File: config.mk
export PLATFORM = sky130hd
export DESIGN_NAME = tdm_demux
export DESIGN_NICKNAME = d
export VERILOG_FILES = /design/src/rtl/tdm_demux.sv
export SDC_FILE = /design/constraint.sdc
export NUM_CORES = 1
export LEC_CHECK = 0
export ABC_AREA = 1
export BUFFER_PORTS_ARGS = -buffer_cell sky130_fd_sc_hd__buf_4
export CAP_MARGIN = 20
export CORE_MARGIN = 2
export CORE_UTILIZATION = 32
export DETAILED_ROUTE_END_ITERATION = 8
export HOLD_SLACK_MARGIN = 0.03
export MAX_ROUTING_LAYER = met4
export PLACE_DENSITY = 0.5
export REMOVE_ABC_BUFFERS = 1
export SYNTH_ARGS = -nofsm -noshare
export SYNTH_HDL_FRONTEND = slang
export SYNTH_SLANG_ARGS = --single-unit
File: constraint.sdc
create_clock -name clk -period 1.45 [get_ports clk]
set_input_delay 0.29 -clock clk [delete_from_list [all_inputs] [get_ports clk]]
set_output_delay 0.29 -clock clk [all_outputs]
set_load 0.02 [all_outputs]
File: src/rtl/tdm_demux.sv
// Receive-side TDM demultiplexer: aligns to `sync`, gathers CHANNELS beats per frame and publishes them atomically.
// Optional parity checking is compiled in with the TDM_PARITY_EN macro.
module tdm_demux #(
  parameter int unsigned CHANNELS = 4,
  parameter int unsigned W        = 4,
  localparam int unsigned SW      = $clog2(CHANNELS)
) (
  input  logic                  clk,
  input  logic                  reset_n,
  input  logic [W-1:0]          din,
  input  logic                  din_valid,
  input  logic                  sync,
`ifdef TDM_PARITY_EN
  input  logic                  din_par,
  output logic                  par_err,
`endif
  output logic [CHANNELS*W-1:0] ch_data,
  output logic                  frame_valid,
  output logic                  locked,
  output logic [SW-1:0]         slot,
  output logic                  sync_err,
  output logic [7:0]            frame_cnt
);

  localparam logic [0:0] ST_HUNT   = 1'b0;
  localparam logic [0:0] ST_LOCKED = 1'b1;
  localparam logic [SW-1:0] LAST   = SW'(CHANNELS - 1);

  logic [0:0]                   state, state_n;
  logic [SW-1:0]                slot_n;
  logic [CHANNELS-1:0][W-1:0]   shadow, shadow_n, pub;
  logic [CHANNELS*W-1:0]        ch_data_n;
  logic [7:0]                   frame_cnt_n;
  logic                         frame_valid_n, sync_err_n;

`ifdef TDM_PARITY_EN
  logic bad, bad_n, par_err_n, beat_bad;
  assign beat_bad = din_par ^ (^din);
`endif

  // State and output registers
  always_ff @(posedge clk or negedge reset_n) begin
    if (!reset_n) begin
      state       <= ST_HUNT;
      locked      <= 1'b0;
      slot        <= '0;
      shadow      <= '0;
      ch_data     <= '0;
      frame_valid <= 1'b0;
      sync_err    <= 1'b0;
      frame_cnt   <= '0;
`ifdef TDM_PARITY_EN
      bad         <= 1'b0;
      par_err     <= 1'b0;
`endif
    end else begin
      state       <= state_n;
      locked      <= (state_n == ST_LOCKED);
      slot        <= slot_n;
      shadow      <= shadow_n;
      ch_data     <= ch_data_n;
      frame_valid <= frame_valid_n;
      sync_err    <= sync_err_n;
      frame_cnt   <= frame_cnt_n;
`ifdef TDM_PARITY_EN
      bad         <= bad_n;
      par_err     <= par_err_n;
`endif
    end
  end

  // Next-state and output logic
  always_comb begin
    state_n       = state;
    slot_n        = slot;
    shadow_n      = shadow;
    ch_data_n     = ch_data;
    frame_cnt_n   = frame_cnt;
    frame_valid_n = 1'b0;
    sync_err_n    = 1'b0;
    pub           = shadow;
    pub[CHANNELS-1] = din;
`ifdef TDM_PARITY_EN
    bad_n         = bad;
    par_err_n     = 1'b0;
`endif
    if (din_valid) begin
      if (state == ST_HUNT) begin
        if (sync) begin
          shadow_n[0] = din;
          slot_n      = SW'(1);
          state_n     = ST_LOCKED;
`ifdef TDM_PARITY_EN
          bad_n       = beat_bad;
`endif
        end
      end else if (sync) begin
        // Early sync restarts the frame; the partial frame is simply overwritten
        sync_err_n  = (slot != '0);
        shadow_n[0] = din;
        slot_n      = SW'(1);
`ifdef TDM_PARITY_EN
        bad_n       = beat_bad;
`endif
      end else if (slot == '0) begin
        sync_err_n = 1'b1;
        state_n    = ST_HUNT;
        slot_n     = '0;
      end else if (slot == LAST) begin
        slot_n = '0;
`ifdef TDM_PARITY_EN
        bad_n  = 1'b0;
        if (bad || beat_bad) begin
          par_err_n = 1'b1;
        end else begin
          ch_data_n     = pub;
          frame_valid_n = 1'b1;
          frame_cnt_n   = frame_cnt + 8'd1;
        end
`else
        ch_data_n     = pub;
        frame_valid_n = 1'b1;
        frame_cnt_n   = frame_cnt + 8'd1;
`endif
      end else begin
        shadow_n[slot] = din;
        slot_n         = slot + SW'(1);
`ifdef TDM_PARITY_EN
        bad_n          = bad | beat_bad;
`endif
      end
    end
  end

endmodule

Yosys cells after proc, flatten, opt, wreduce, memory -nomap -nowiden
Cells that the tools add are included.
{ "totals": {"elab_cells": 54, "regBits": 45} }
{ "op_classes": {"mux": 26, "n_eq_ne": 3, "bitwise": 3, "order_cmp": 2, "n_addsub": 2, "reduce_logical": 8} }
{ "ops": {"columns": ["op", "n"], "rows": [
  ["2-to-1 mux 4 bit", 6],
  ["bitwise mux 16 bit", 1],
  ["2-to-1 mux 1 bit", 13],
  ["2-to-1 mux 2 bit", 5],
  ["AND reduction 5 bit", 2],
  ["adder 8 x 1 -> 8 bit, second input constant", 1],
  ["demux 4 bit (select 2 bit)", 1],
  ["inequality test 2 bit, second input constant", 2],
  ["AND reduction 4 bit", 1],
  ["nonzero test 2 bit", 2],
  ["< comparator 2 x 3 -> 1 bit, second input constant", 1],
  ["NOT 1 bit", 3],
  ["adder 2 x 1 -> 2 bit, second input constant", 1],
  ["== test 2 bit, second input constant", 1],
  ["greater-or-equal comparator 2 x 1 -> 1 bit, second input constant", 1],
  ["zero test 2 bit", 1],
  ["AND reduction 2 bit", 1],
  ["logical AND 1 bit", 1]
]} }

Depth between registers and ports, before layout
Gate-level depths: netlist (run 1).
{ "depth": {"depth_word": 9, "mapped_depth": 9, "depth_no_buf": 9} }

Worst setup path after synthesis (run 1)
OpenSTA, ideal clock, no wires.
{ "synth_timing": {"kind": "register to register", "from": "register slot[0]", "to": "register frame_cnt[5]", "arrival_ps": 1435, "setup_time_ps": 117, "stages_incl_launch_ff": 9, "setup_slack_ps": -102, "cell_sequence": "dfrtp_1 -> inv_1 -> ha_1 -> nand3b_4 -> nor2_4 -> buf_4 -> nand2_1 -> nand2_1 -> nand2_1"} }
{ "synth_between": {"elab_chain_len": 3, "word_cells_on_any_way": 4} }
{ "synth_lines": {"columns": ["element", "line", "text"], "rows": [
  ["from (decl)", "20", "output logic [SW-1:0] slot,"],
  ["from (signal assigned)", "59", "slot <= slot_n;"],
  ["zero test 2 bit", "105", "end else if (slot == '0) begin"],
  ["NOT 1 bit (no line)", null, null],
  ["AND reduction 5 bit (no line) *", null, null],
  ["to (signal assigned)", "64", "frame_cnt <= frame_cnt_n;"],
  ["to (decl)", "22", "output logic [7:0] frame_cnt"]
]} }
Mark *: on every way between the ends. The rest lies on a longest branch, timed or not.
A chain may end at the register's enable or synchronous reset.

Worst setup path in the final report (run 1)
{ "layout_timing": {"from": "register slot[1]", "to": "output slot[1]"} }
No word-level cell between the ends.

==> flow_summary.toml, run 1 <==
[sta]
layout_setup_ws_ns = 0.0330
hold_viol = 0
setup_viol = 0
period_share = 0.977
maxSlewHeadroom = 0.646
period_minus_slack_ns = 1.42
clock_skew_ns = 0.00228
rsz0062_at_grt = "yes"
slew_violations = 0
max_slew.worst_pin.slew_ns = 0.531
max_freq_mhz = 706

[setup_path]
reg2reg_setup_slack_ns = 0.06
r2r-start = "slot[1]"
r2r_cells = 8
cp-start-kind = "register"
crit_path_end_kind = "output pin"
cp.required_ns = 1.16
r2r_end = "ch_data[11]"
crit_arrival_ns = 1.13
crit_start = "slot[1]"
crit_fanout = 3
crit_type = "register to output pin"

[power]
switching_share = 0.352
total_power_mw = 4.13
power_frac_seq = 0.417
pwr-share-clk = 0.214
power.switching_mw = 1.45
ir_drop_v = 0.000688
internal-power_mw = 2.68
combPwrFrac = 0.369
power.leakage_nw = 1.41
power.density_nw_per_um2 = 1590

[synthesis]
ys_async_sr_fraction = 1.00
ys_ff_latch = 41
syn_avg_cell_area_um2 = 9.06
syn_area_um2 = 1900
synth.area.top_cells = "dfrtp_1 (54%), nand2_1 (18%), ha_1 (5.9%), inv_1 (3.8%), o21ai_2 (2.3%)"
synth_edf_count = 0
yosysWarnings = 0
yosysTopAreaCellShare = 0.539
yosysTopAreaCell = "dfrtp_1"
yosysUniqueCellTypes = 22
syn_inst = 210
synthFlopType = "dfrtp_1"
ys_seq_area_frac = 0.539

[die]
die_w_um = 81.1
start_util = 0.327
rows = 28
boundaryPins = 37
core_um2 = 5820
die-area_um2 = 6580
die_height_um = 81.1

[global_route]
grt_pass1_vias = 1390
grt_pass1_wl_um = 6510
grt_max_degree = 42
track_usage = 0.134
antenna_found_initial = 0
grt.overflow.total = 0

[route]
wl_per_cell_um = 11.7
wl_met1_um = 1900
drc_errors = 0
drtPass1Iterations = 4
vias = 1454
highest_layer = "met4"
ant_nets = 0
drt_iter0_drc = 95
wl_met2_um = 1920
viasPerCell = 4.26
finalWirelength_um = 4010
wl_met3_um = 157

[clocking]
numCtsBuffers = 5
cts_tree = "built"
cts_buffer_depth = 2
cts_root_buf = "clkbuf_8"
insertion_delay_ns = 0.29
htreeDepth = 2
clkTransAtPathRegs_ns = 0.07
clkSinkCount = 41

[cells_and_area]
area_growth_pct = 36.3
antenna_cells = 0
fin_nets = 283
layout-drive-gt1-share = 0.323
most-common-layout-cells = "nand2_1 (84), buf_4 (45), dfrtp_1 (41)"
mostFrequentLayoutCell = "nand2_1"

[run_status]
status = "completed"

[worst_hold_path]
hp-start = "din[2]"
hp-class = "input port to register"
whs_endpoint = "ch_data[14]"
min_delay_path_depth = 3

[flow_run]
drv_cap = 0

[placed_design]
dp_hpwl_um = 2670
place_ws_ns = -0.0135
routabilityCongestion = 0.886
port_buffers = 36
## power by group through the flow
stage / Clock (mW) / Sequential (mW) / Combinational (mW)
after floorplan: 0 / 1.96 / 0.562
after global placement: 0 / 1.74 / 1.37
after detailed placement: 0 / 1.74 / 1.38
after CTS: 0.914 / 1.72 / 1.41
after global routing: 0.968 / 1.78 / 1.69
final: 0.884 / 1.72 / 1.52
## synth_stat cells, types with 3 or more instances
cell,instances
nand3b_1,3
nand2_1,90
inv_1,19
dfrtp_1,41
ha_1,9
o21ai_2,5
nand3_1,8
o21ai_0,7
nor2_1,6
xnor2_1,4
## worst max-delay path by stage
stage,to,slack (ns),depth (start not counted)
after floorplan,frame_cnt[7],-0.18,7
after CTS,pub[2],0.003,9
after global placement,frame_cnt[7],0.03,8
after detailed placement,pub[2],-0.01,9
final,slot[1],0.03,3
after global routing,pub[3],-0.04,9
## logic make-up (layout without fill, tap and decap cells)
logic type	Yosys count	count (layout)	synth area share
compound gates	17	17	0.0559
xor+xnor	4	4	0.0184
fa+ha+maj	9	9	0.0592
buf+inv	24	80	0.0599
flops	41	41	0.539
simple gates	115	115	0.267
## worst max-delay path, stage by stage (launching register included)
cell     delay, ns
dfrtp_1       0.41
buf_4         0.15
buf_4         0.13
buf_4         0.15
## registers in the layout, summed over array words and instances, names as in the netlist
signal       cells
ch_data         16
frame_cnt        8
frame_valid      1
pub             12
slot             2
state            1
sync_err         1
## what timing repair did
item / CTS / global route
buffers inserted: 1 / 5
cloned: 0 / 3
hold buffers: 1 / 0
pin swaps: 0 / 7
gates resized for setup: 0 / 22
setup endpoints to repair: 4 / 27
hold endpoints to repair: 41 / 0
## stage by stage
stage | hold slack [ns] | area, um2 | utilization | TNS [ns] | cells
finish | 0.310 | 2590 | 0.446 | 0 | 341
global route | 0.309 | 2590 | 0.446 | -0.373 | 341
CTS | 0.306 | 2430 | 0.417 | 0 | 333
detailed placement | 0.315 | 2310 | 0.397 | -0.0256 | 324
global placement | 0.312 | 2310 | 0.397 | 0 | 324
floorplan | -0.00559 | 1860 | - | -2.83 | 206
## metal layers
metal / vias up / global-route usage
li1: 760 / -
met1: 666 / 0.174
met2: 23 / 0.209
met3: 5 / 0.0311
met4: 0 / 0.0407
met5: - / -
## cell type report
type	count	area [um2]
clock buffer	5	68.8
clock inverter	2	35.0
fill	598	3220
inverter	20	76.3
multi-input combinational	145	820
sequential	41	1030
tap	75	93.8
timing repair buffer	53	472
No activity file was read; power rests on OpenSTA's default activity.
==> inputs of run 2 (changes only) <==
--- a/config.mk
+++ b/config.mk
@@ -14,5 +14,4 @@
 export HOLD_SLACK_MARGIN = 0.03
 export MAX_ROUTING_LAYER = met4
-export PLACE_DENSITY = 0.5
 export REMOVE_ABC_BUFFERS = 1
 export SYNTH_ARGS = -nofsm -noshare
==> constraint.sdc (replaced) <==
create_clock -name clk -period 1.45 [get_ports clk]
set_input_delay 0.145 -clock clk [delete_from_list [all_inputs] [get_ports clk]]
set_output_delay 0.145 -clock clk [all_outputs]
set_load 0.02 [all_outputs]
==> run 2 against run 1 <==
Against the previous run: final area shrank 4.2%; sequential share of layout area grew 1.8 points; combinational power shrank 5%; critical path depth grew 6; cell count shrank 2.1%; count of clock-buffer cells in the layout grew 1; via count shrank 0.96%; sequential cell count is the same; non-clock buffer count shrank 8; maximum frequency grew 4.8%; wire length shrank 5.9%; worst setup slack gained 0.065 ns; largest power group unchanged.
==> flow_summary.toml, run 2 (synthesis gave the netlist of run 1 again) <==
[route]
finalWirelength_um = 3770
ant_nets = 0
drtPass1Iterations = 4
viasPerCell = 4.31
drc_errors = 0
wl_per_cell_um = 11.3
vias = 1440
drt_iter0_drc = 104

[setup_path]
cp-start-kind = "register"
cp.required_ns = 1.63
crit_arrival_ns = 1.53
crit_type = "register to register"
crit_fanout = 4
crit_path_end_kind = "register"

[cells_and_area]
most-common-layout-cells = "nand2_1 (89), buf_4 (42), dfrtp_1 (41)"
antenna_cells = 0
fin_nets = 275
top_register = "ch_data"
area_growth_pct = 30.5
largest_reg_flops = 16
layout-drive-gt1-share = 0.286
mostFrequentLayoutCell = "nand2_1"
final_cells = 334
n_fill_cell = 604

[sta]
setup_viol = 0
period_minus_slack_ns = 1.35
slew_violations = 0
layout_setup_ws_ns = 0.0975
max_slew.worst_pin.slew_ns = 0.515
max_freq_mhz = 739
clock_skew_ns = 0.0140
maxSlewHeadroom = 0.656
hold_viol = 0
period_share = 0.933

[global_route]
grt_pass1_wl_um = 6460
grt.overflow.total = 0
grt_max_degree = 42
track_usage = 0.136
grt_pass1_vias = 1411
antenna_found_initial = 0

[die]
boundaryPins = 37
die_w_um = 81.1
die_height_um = 81.1
start_util = 0.327
die-area_um2 = 6580
rows = 28
core_um2 = 5820

[clocking]
numCtsBuffers = 5
cts_tree = "built"
clkSinkCount = 41
htreeDepth = 2
cts_root_buf = "clkbuf_8"
insertion_delay_ns = 0.30
cts_buffer_depth = 2
clkTransAtPathRegs_ns = 0.08

[power]
power.switching_mw = 1.44
power_frac_seq = 0.415
power.leakage_nw = 1.35
ir_drop_v = 0.000602
internal-power_mw = 2.68
pwr-share-clk = 0.234
combPwrFrac = 0.351
power.density_nw_per_um2 = 1660
switching_share = 0.349

[placed_design]
routabilityCongestion = 0.804
dp_hpwl_um = 2650
port_buffers = 36
place_ws_ns = 0.0226
place_inst = 323

[worst_hold_path]
hp-class = "input port to register"

[flow_run]
drv_cap = 0

[run_status]
status = "completed"
run 2: cell types whose count changed in the layout (fill, tap and decap cells not counted), moves of 2 or more:
cell | previous run | this run
o21ai_0 | 5 | 7
buf_6 | 3 | 0
buf_4 | 45 | 42
clkbuf_16 | 2 | 0
o21ai_1 | 4 | 2
nand2_1 | 84 | 89
nand2_2 | 6 | 2
run 2: power by group through the flow:
| stage | Sequential [mW] | Clock (mW) | Combinational, mW |
|---|---|---|---|
| after floorplan | 1.96 | 0 | 0.562 |
| after global placement | 1.73 | 0 | 1.35 |
| after detailed placement | 1.73 | 0 | 1.37 |
| after CTS | 1.71 | 0.996 | 1.39 |
| after global routing | 1.76 | 1.05 | 1.59 |
| final | 1.71 | 0.964 | 1.45 |
run 2: routing by layer:
metal | global-route usage | vias to the layer above | wire (um)
met5 | - | - | 0
met4 | 0.0559 | 0 | 70
met3 | 0.0344 | 5 | 145
met2 | 0.215 | 26 | 1750
met1 | 0.165 | 665 | 1800
li1 | - | 744 | -
run 2: repair_timing:
| item | in CTS | in global routing |
|---|---|---|
| setup buffers | 0 | 2 |
| hold buffers | 1 | 0 |
| endpoints found under the hold margin | 41 | 0 |
| resized for setup | 1 | 11 |
| endpoints found under the setup margin | 1 | 34 |
run 2: path summary, 6_finish.rpt:
| path | from | endpoint | slack [ns] | depth (start not counted) |
|---|---|---|---|---|
| max reg2reg | slot[1] | pub[3] | 0.1 | 9 |
| min reg2reg | pub[11] | ch_data[11] | 0.47 | 2 |
| max | slot[1] | pub[3] | 0.1 | 9 |
| min in group asynchronous | reset_n | ch_data[9] | 0.36 | 2 |
| max in group asynchronous | reset_n | ch_data[1] | 0.72 | 2 |
| min | din[3] | ch_data[15] | 0.15 | 3 |
run 2: cell type report:
| type | count | area (um2) | area share |
|---|---|---|---|
| Clock buffer | 6 | 82.6 | 0.0333 |
| Clock inverter | 2 | 37.5 | 0.0151 |
| Inverter | 20 | 76.3 | 0.0308 |
| Multi-Input combinational cell | 145 | 800 | 0.322 |
| Sequential cell | 41 | 1030 | 0.414 |
| Tap cell | 75 | 93.8 | 0.0378 |
| Timing Repair Buffer | 45 | 365 | 0.147 |
run 2: critical path, cell delays in order (launching register included):
cell and delay (ns):
dfrtp_1 0.39, inv_2 0.07, ha_1 0.19, ha_1 0.19, inv_2 0.06, nand2_2 0.08
inv_2 0.06, nand3_2 0.08, nand2_1 0.08, nand2_1 0.05
run 2: through the flow:
step	cell area (um2)	hold WS, ns	utilization	TNS (ns)	total power [mW]
2_1_floorplan	1860	-0.151	-	-2.83	2.52
3_3_place_gp	2300	0.161	0.395	0	3.08
3_5_place_dp	2300	0.167	0.395	0	3.10
4_1_cts	2430	0.147	0.418	0	4.09
5_1_grt	2480	0.146	0.427	-0.0164	4.39
6_report	2480	0.153	0.427	0	4.12
==> inputs of run 3 (changes only) <==
Clock period 1.45 ns to 1.4 ns, I/O delays scaled along.
==> run 3 against run 2 <==
Against the previous run: utilization rose by 1.1 points; non-clock buffer count is 4 higher; register-to-register slack worse by 0.05 ns; cell count increased by 1.2%; largest cell class unchanged; final area is 2.5% higher; via count is 3.3% higher; first-iteration DRC count shrank 48%; highest routed layer unchanged.
==> flow_summary.toml, run 3 (synthesis gave the netlist of run 1 again) <==
[setup_path]
r2r-start = "slot[0]"
r2r_cells = 7
crit_path_end_kind = "register"
crit_type = "register to register"
crit_arrival_ns = 1.54
crit_fanout = 26
path_delay_family = "flip-flops"
cp-start-kind = "register"
worstPathCellList = "inv_2 > ha_4 > nor2_1 > nand3_4 > buf_12 > nand2_1 > o21ai_2"
r2r_end = "ch_data[14]"
max_stage_delay_ns = 0.38
cp.required_ns = 1.58
reg2reg_setup_slack_ns = 0.05
cp_num_buf_inv = 2
cpMaxStageDelayCell = "dfrtp_1"

[cells_and_area]
top_register = "ch_data"
most-common-layout-cells = "nand2_1 (87), buf_4 (45), dfrtp_1 (41)"
antenna_cells = 0
fin_nets = 279
finalInstanceArea_um2 = 2540
n_fill_cell = 593
layout-drive-gt1-share = 0.304
area_growth_pct = 33.8
finalCoreUtilization = 0.437
largest_reg_flops = 16
final_cells = 338
mostFrequentLayoutCell = "nand2_1"

[global_route]
grt_max_degree = 42
grt_pass1_vias = 1455
grt_pass1_wl_um = 6350
grt.overflow.total = 0
track_usage = 0.130
antenna_found_initial = 0

[worst_hold_path]
hp-start = "din[1]"
min_delay_path_depth = 3
whs_endpoint = "ch_data[13]"
hp-class = "input port to register"

[sta]
max_slew.worst_pin.slew_ns = 0.534
max_freq_mhz = 740
period_minus_slack_ns = 1.35
rsz0062_at_grt = "yes"
period_share = 0.966
setup_viol = 0
hold_viol = 0
maxSlewHeadroom = 0.644
clock_skew_ns = 0.0111
setup_tns_ns = 0
slew_violations = 0

[power]
ir_drop_v = 0.000725
switching_share = 0.352
internal-power_mw = 2.81
total_power_mw = 4.34
combPwrFrac = 0.359
power.density_nw_per_um2 = 1700
power.leakage_nw = 1.38
pwr-share-clk = 0.232
power.switching_mw = 1.53
power_frac_seq = 0.409

[clocking]
htreeDepth = 2
clkSinkCount = 41
clkTransAtPathRegs_ns = 0.08
numCtsBuffers = 5
cts_root_buf = "clkbuf_8"
insertion_delay_ns = 0.29
cts_buffer_depth = 2
cts_tree = "built"

[placed_design]
port_buffers = 36
place_inst = 325
routabilityCongestion = 0.819
placed_area_um2 = 2310
dp_hpwl_um = 2670

[route]
drtPass1Iterations = 4
viasPerCell = 4.40
finalWirelength_um = 3870
drt_iter0_drc = 54
drc_errors = 0
ant_nets = 0
wl_per_cell_um = 11.5
vias = 1487

[die]
core_um2 = 5820
die-area_um2 = 6580
boundaryPins = 37
die_height_um = 81.1
die_w_um = 81.1
rows = 28
start_util = 0.327

[run_status]
status = "completed"

[flow_run]
drv_cap = 0
## run 3: worst reg2reg max path, cell delays in order (launching register included)
cell,delay (ns)
dfrtp_1,0.38
inv_2,0.08
ha_4,0.17
nor2_1,0.19
nand3_4,0.11
buf_12,0.17
nand2_1,0.09
o21ai_2,0.05
## run 3: worst max-delay path by stage
stage	end	depth (start not counted)	slack, ns	startpoint
3_5_place_dp	pub[1]	9	0.01	slot[0]
5_1_grt	frame_cnt[5]	7	-0.05	slot[1]
3_3_place_gp	pub[0]	9	0.05	slot[0]
2_1_floorplan	frame_cnt[7]	7	-0.23	slot[0]
4_1_cts	pub[2]	9	0.00005	slot[0]
6_report	ch_data[14]	7	0.05	slot[0]
## run 3: final cells by class
class / instances / area (um2) / area share
clock buffer: 6 / 82.6 / 0.0325
timing repair buffer: 49 / 403 / 0.158
sequential: 41 / 1030 / 0.403
inverter: 20 / 76.3 / 0.0300
clock inverter: 2 / 37.5 / 0.0148
tap: 75 / 93.8 / 0.0369
multi-input combinational: 145 / 825 / 0.324
## run 3: timing repair
action,4_1_cts,5_1_grt
setup buffers,0,4
endpoints found under the hold margin,41,0
hold buffers,1,0
endpoints found under the setup margin,0,36
resized for setup,0,20
## run 3: through the flow
step	setup WS (ns)	hold slack (ns)
after floorplan	-0.228	-0.156
final	0.0479	0.150
after CTS	0.0000531	0.158
after global routing	-0.0473	0.157
after detailed placement	0.00963	0.163
after global placement	0.0493	0.155
## run 3: routing by layer
metal | part of all wire | vias up | global-route usage
li1 | - | 748 | -
met1 | 0.48 | 696 | 0.163
met2 | 0.47 | 36 | 0.206
met3 | 0.036 | 7 | 0.0233
met4 | 0.016 | 0 | 0.0559
met5 | 0 | - | -
## run 3: power groups by stage
stage / Sequential [mW] / Combinational (mW) / Clock [mW]
CTS: 1.77 / 1.44 / 1.03
global placement: 1.79 / 1.42 / 0
global route: 1.82 / 1.71 / 1.08
floorplan: 2.03 / 0.582 / 0
finish: 1.77 / 1.56 / 1.01
detailed placement: 1.79 / 1.44 / 0
